$ cat src/rtl/mux5_pkg.sv
`default_nettype none
// ============================================================================
//  Module      : mux5_pkg
//  Description : Shared types and constants for the five-source round-robin
//                mux scheduler.
//  Revision    : 1.0 - initial release
// ============================================================================
package mux5_pkg;

    localparam int          NUM_SRC  = 5;
    localparam logic [2:0]  SEL_IDLE = 3'd7;

    typedef enum logic [0:0] {
        IDLE  = 1'b0,
        GRANT = 1'b1
    } state_t;

    typedef logic [2:0] sel_t;

    // Index following i in the ring of sources; source 4 wraps back to 0.
    function automatic sel_t next_idx(input sel_t i);
        return (i >= sel_t'(NUM_SRC - 1)) ? 3'd0 : i + 3'd1;
    endfunction

endpackage
`default_nettype wire

$ cat src/rtl/rr_pick5.sv
`default_nettype none
// ============================================================================
//  Module      : rr_pick5
//  Description : Rotating-priority search over five request lines. Returns the
//                first asserted request at or after 'start', modulo 5.
//  Revision    : 1.0 - initial release
// ============================================================================
module rr_pick5
    import mux5_pkg::*;
(
    input  logic [4:0] req,
    input  sel_t       start,
    output logic       found,
    output sel_t       idx
);

    logic [9:0] w_req2;
    sel_t       w_start;
    logic [3:0] w_pos;

    // Doubling the request vector turns the modulo walk into a linear scan.
    assign w_req2  = {req, req};
    assign w_start = (start > 3'd4) ? 3'd0 : start;

    // Scan five consecutive positions from the start index; first hit wins.
    always_comb begin
        found = 1'b0;
        idx   = SEL_IDLE;
        w_pos = 4'd0;
        for (int k = 0; k < NUM_SRC; k++) begin
            w_pos = {1'b0, w_start} + 4'(k);
            if (!found && w_req2[w_pos]) begin
                found = 1'b1;
                idx   = (w_pos >= 4'd5) ? 3'(w_pos - 4'd5) : w_pos[2:0];
            end
        end
    end

endmodule
`default_nettype wire

$ cat src/rtl/mux5_rr_scheduler.sv
`default_nettype none
// ============================================================================
//  Module      : mux5_rr_scheduler
//  Description : Round-robin owner of a 5-to-1 source mux. Grants are bounded
//                to HOLD cycles; the select parks on code 7 while idle.
//  Revision    : 1.0 - initial release
// ============================================================================
module mux5_rr_scheduler
    import mux5_pkg::*;
#(
    parameter int HOLD = 4
)(
    input  logic       Clock,
    input  logic       Reset,
    input  logic [4:0] Req,
    output sel_t       Sel,
    output logic [4:0] Grant,
    output logic       Busy,
    output logic [3:0] Count
);

    localparam logic [3:0] c_HOLD_LAST = 4'(HOLD - 1);

    state_t     r_state, w_state_nxt;
    sel_t       r_sel,   w_sel_nxt;
    logic [4:0] r_grant, w_grant_nxt;
    logic       r_busy,  w_busy_nxt;
    logic [3:0] r_count, w_count_nxt;
    sel_t       r_ptr,   w_ptr_nxt;

    sel_t       w_rel_ptr;
    sel_t       w_start;
    logic       w_found;
    sel_t       w_idx;
    logic       w_owner_req;
    logic       w_release;

    // On release the search starts just past the current owner; in IDLE it
    // starts at the stored pointer. One picker serves both cases.
    assign w_rel_ptr   = next_idx(r_sel);
    assign w_start     = (r_state == GRANT) ? w_rel_ptr : r_ptr;
    // Grant is one-hot, so masking avoids indexing Req with the idle code.
    assign w_owner_req = |(Req & r_grant);
    assign w_release   = (r_state == GRANT) &&
                         (!w_owner_req || (r_count == c_HOLD_LAST));

    rr_pick5 u_pick (
        .req   (Req),
        .start (w_start),
        .found (w_found),
        .idx   (w_idx)
    );

    // Next state and next registered outputs; everything holds by default.
    always_comb begin
        w_state_nxt = r_state;
        w_sel_nxt   = r_sel;
        w_grant_nxt = r_grant;
        w_busy_nxt  = r_busy;
        w_count_nxt = r_count;
        w_ptr_nxt   = r_ptr;
        case (r_state)
            IDLE: begin
                if (w_found) begin
                    w_state_nxt = GRANT;
                    w_sel_nxt   = w_idx;
                    w_grant_nxt = 5'd1 << w_idx;
                    w_busy_nxt  = 1'b1;
                    w_count_nxt = 4'd0;
                end
            end
            GRANT: begin
                if (w_release) begin
                    w_ptr_nxt = w_rel_ptr;
                    if (w_found) begin
                        w_sel_nxt   = w_idx;
                        w_grant_nxt = 5'd1 << w_idx;
                        w_busy_nxt  = 1'b1;
                        w_count_nxt = 4'd0;
                    end else begin
                        w_state_nxt = IDLE;
                        w_sel_nxt   = SEL_IDLE;
                        w_grant_nxt = 5'd0;
                        w_busy_nxt  = 1'b0;
                        w_count_nxt = 4'd0;
                    end
                end else begin
                    w_count_nxt = r_count + 4'd1;
                end
            end
            default: begin
                w_state_nxt = IDLE;
                w_sel_nxt   = SEL_IDLE;
                w_grant_nxt = 5'd0;
                w_busy_nxt  = 1'b0;
                w_count_nxt = 4'd0;
            end
        endcase
    end

    // State, pointer and output registers; Reset forces idle immediately.
    always_ff @(posedge Clock or posedge Reset) begin
        if (Reset) begin
            r_state <= IDLE;
            r_sel   <= SEL_IDLE;
            r_grant <= 5'd0;
            r_busy  <= 1'b0;
            r_count <= 4'd0;
            r_ptr   <= 3'd0;
        end else begin
            r_state <= w_state_nxt;
            r_sel   <= w_sel_nxt;
            r_grant <= w_grant_nxt;
            r_busy  <= w_busy_nxt;
            r_count <= w_count_nxt;
            r_ptr   <= w_ptr_nxt;
        end
    end

    assign Sel   = r_sel;
    assign Grant = r_grant;
    assign Busy  = r_busy;
    assign Count = r_count;

endmodule
`default_nettype wire

$ cat config.mk
export PLATFORM = sky130hd
export DESIGN_NAME = mux5_rr_scheduler
export DESIGN_NICKNAME = d
export VERILOG_FILES = /design/src/rtl/mux5_pkg.sv /design/src/rtl/rr_pick5.sv /design/src/rtl/mux5_rr_scheduler.sv
export SDC_FILE = /design/constraint.sdc
export NUM_CORES = 1
export LEC_CHECK = 0
export CAP_MARGIN = 15
export CORE_MARGIN = 1.5
export CORE_UTILIZATION = 34
export DETAILED_ROUTE_END_ITERATION = 8
export PLACE_DENSITY = 0.62
export SKIP_CTS_REPAIR_TIMING = 1
export SYNTH_ARGS = -nofsm -noshare
export SYNTH_HDL_FRONTEND = slang
export SYNTH_HIERARCHICAL = 1
export SYNTH_SLANG_ARGS = --single-unit
$ cat constraint.sdc
create_clock -name Clock -period 4.75 [get_ports Clock]
set_input_delay 0.475 -clock Clock [delete_from_list [all_inputs] [get_ports Clock]]
set_output_delay 0.475 -clock Clock [all_outputs]
set_load 0.1 [all_outputs]
==> summary.txt, run 1 <==
part of the cycle the worst path needs - 90.0%
Initial Util - 35.4%
Die Height - 76.0 um
number of buffers created by CTS - 3
largest fanout on the critical path - 11
final setup violating endpoints - 0
first-pass GRT wire length - 7940 um
worst-skew pair later-pin latency - 0.26 ns
FF/Latch Area - 429 um2
num ports - 20
outcome - completed
DRT iter0 DRCs - 196
CP max stage delay - 0.55 ns
initial antenna violation count - 0
Tot GR Track Use - 16.9%
Max Cap Violations - 0
Die ar. - 5770 um2
RSZ-0062 raised after global routing - false
Adder-Cell Fraction of Synth Area - 8.29%
Slew @ Worst Pin - 0.969 ns
crit end category - register
die width - 76.0 um
clock skew - 0.00248 ns
Syn Std Cell Area - 1810 um2
Final min period - 4.28 ns
Compound-Gate Fraction of Synth Area - 30.9%
Crit-path slowest cell - dfstp_2
DR DRC count - 0
vias in the first global route - 1,576
number of antenna diodes - 0
Root Driver - clkbuf_8
share of cells above drive strength 1 - 12.6%
Slew HR - 35.2%
core footprint - 5110 um2
post-synthesis mux area share - 7.88%
area of the multi-input gates - 1250 um2
syn nets - 230
asr flop ratio synth - 100%
Overflow after GRT - 0
Post-synth EDFFs - 0
dpl hpwl - 3490 um
Area contributors post-synth - dfrtp_1 19%, ha_1 8.3%, mux2i_1 5.0%, dfstp_2 4.4%, o21ai_0 3.6%
Routed WL per cell - 15.6 um
CTS Buffer Depth - 2
FMAX - 0.234 GHz
final setup TNS - 0 ns
vias - 1,696
Post-layout nets - 250
clock transition at the registers of the reported paths - 0.06 ns
CP Class - register to register
share of the synthesized area in the top cell type - 19.4%
Syn-to-layout area delta - 17.4%
synthesized instance count - 211
Yosys Warn Count - 6
Post-synth top flop - dfrtp_1
Hold Fails Final Rpt - 0
Critical Path AT - 4.47 ns
Port-buffer cells - 19
Hold Path Class - register to register
drt pass-1 iters - 4
Commonest cells post-synth - 14 x dfrtp_1, 14 x nand2_1, 13 x inv_1, 13 x o21ai_0
synthesized flop and latch total - 17
Synth Area in Simple Gates - 20.8%
CTS Sinks - 17
Avg Inst Size Synth - 8.58 um2
xor/xnor share of the synthesized area - 1.45%
Via density - 5.65
TritonCTS clock tree - done
pin count of the biggest net entering global routing - 18
CP cell instances - inv_1, ha_1, nand3_1, o21ai_0, buf_4, nor2_1, nand2_1, inv_1, ha_1, nor2b_1, mux2_4, a221o_1, a311o_4, nor4_4, nand2b_1, nor2_1, a21o_4, a32o_1
WP data required - 4.94 ns
cell row count - 26
Filler Cell Count - 534
H-tree levels - 1
final WL - 4690 um
post-route ant nets - 0
sequential share of the synthesized area - 23.7%
Synth area leader - dfrtp_1
max-slew violation count - 0
Cell variety after synth - 66
global placer's final weighted congestion - 0.935
largest family of logic cells by synthesized area - compound AO/OA/AOI/OAI gates
Worst setup SP type - register
-- layout by cell type (no fill, tap or decap), types with 3 or more instances in the layout --
cell / instances
dfstp_2: 3
ha_1: 12
a21oi_1: 8
nand2b_1: 7
nor3b_1: 4
dfrtp_1: 14
clkdlybuf4s50_1: 19
a22oi_1: 4
clkbuf_8: 3
mux2i_1: 9
a32o_1: 5
buf_4: 8
o21ai_1: 3
o21ai_0: 13
nor2b_1: 7
o211ai_1: 4
a211oi_1: 4
nand3_1: 6
nand2_1: 14
nor3_1: 5
nor2_1: 12
xnor2_1: 3
inv_1: 13
-- area by class of cell --
| type | count | share of cell area (%) |
|---|---|---|
| Tap cell | 70 | 4.12 |
| Inverter | 15 | 2.77 |
| Clock buffer | 4 | 2.12 |
| Multi-Input combinational cell | 167 | 59.0 |
| Timing Repair Buffer | 27 | 11.8 |
| Sequential cell | 17 | 20.2 |
-- cell families after synthesis --
group	count (synthesis)
simple gates	66
mux	13
xor+xnor	3
fa+ha+maj	12
buf+inv	27
compound gates	73
flops	17
-- flip-flops by register name, indices dropped and copies added (netlist names) --
signal and cells:
Sel 3, Count 4, Grant 5, Busy 1, r_ptr 3, r_state 1
-- worst max-delay path, delay by kind of cell (launching register included) --
| family | cells | cell delay, ns |
|---|---|---|
| AO/OA/AOI/OAI | 5 | 1.14 |
| adder cells (fa/ha/maj) | 2 | 0.55 |
| buffers and inverters | 3 | 0.38 |
| flip-flops | 1 | 0.55 |
| multiplexers | 1 | 0.27 |
| AND/OR/NAND/NOR | 7 | 1.33 |
-- per-stage QoR --
stage	setup WS (ns)	cell area, um2	hold WS (ns)	instances	util, %
3_5_place_dp	0.530	2080	0.477	296	40.7
3_3_place_gp	0.547	2080	0.480	296	40.7
2_1_floorplan	0.411	1810	0.399	211	-
6_report	0.473	2130	0.492	300	41.6
4_1_cts	0.491	2130	0.496	300	41.6
5_1_grt	0.156	2130	0.512	300	41.6
-- layer usage --
metal	GRT usage [%]	wire length [um]	share of wire [%]
met2	27.5	2160	46
met3	2.63	173	3.7
met5	0	0	0
met4	5.56	100	2.1
met1	22.9	2260	48
-- final timing paths --
kind / start / end / slack, ns / cells past startpoint
setup / recovery: Sel[0] / Grant[3] / 0.47 / 18
min in group asynchronous: Reset / r_ptr[0] / 0.61 / 2
setup reg to reg: Sel[0] / Grant[3] / 0.47 / 18
max in group asynchronous: Reset / Grant[1] / 3.73 / 2
hold reg to reg: r_ptr[1] / r_ptr[1] / 0.49 / 1
hold / removal: r_ptr[1] / r_ptr[1] / 0.49 / 1
Power of run 1 is not shown: default switching activity piles up to over one toggle a cycle in this logic, so the estimate is an artifact.
==> run 2, diff against run 1 <==
--- a/config.mk
+++ b/config.mk
@@ -15,3 +15,4 @@
 export SYNTH_HDL_FRONTEND = slang
 export SYNTH_HIERARCHICAL = 1
 export SYNTH_SLANG_ARGS = --single-unit
+export TNS_END_PERCENT = 5
==> results of run 2 <==
Same layout as run 1: the final DEF is identical, and so are final timing and power.
Power of run 2 is left out for the same reason.
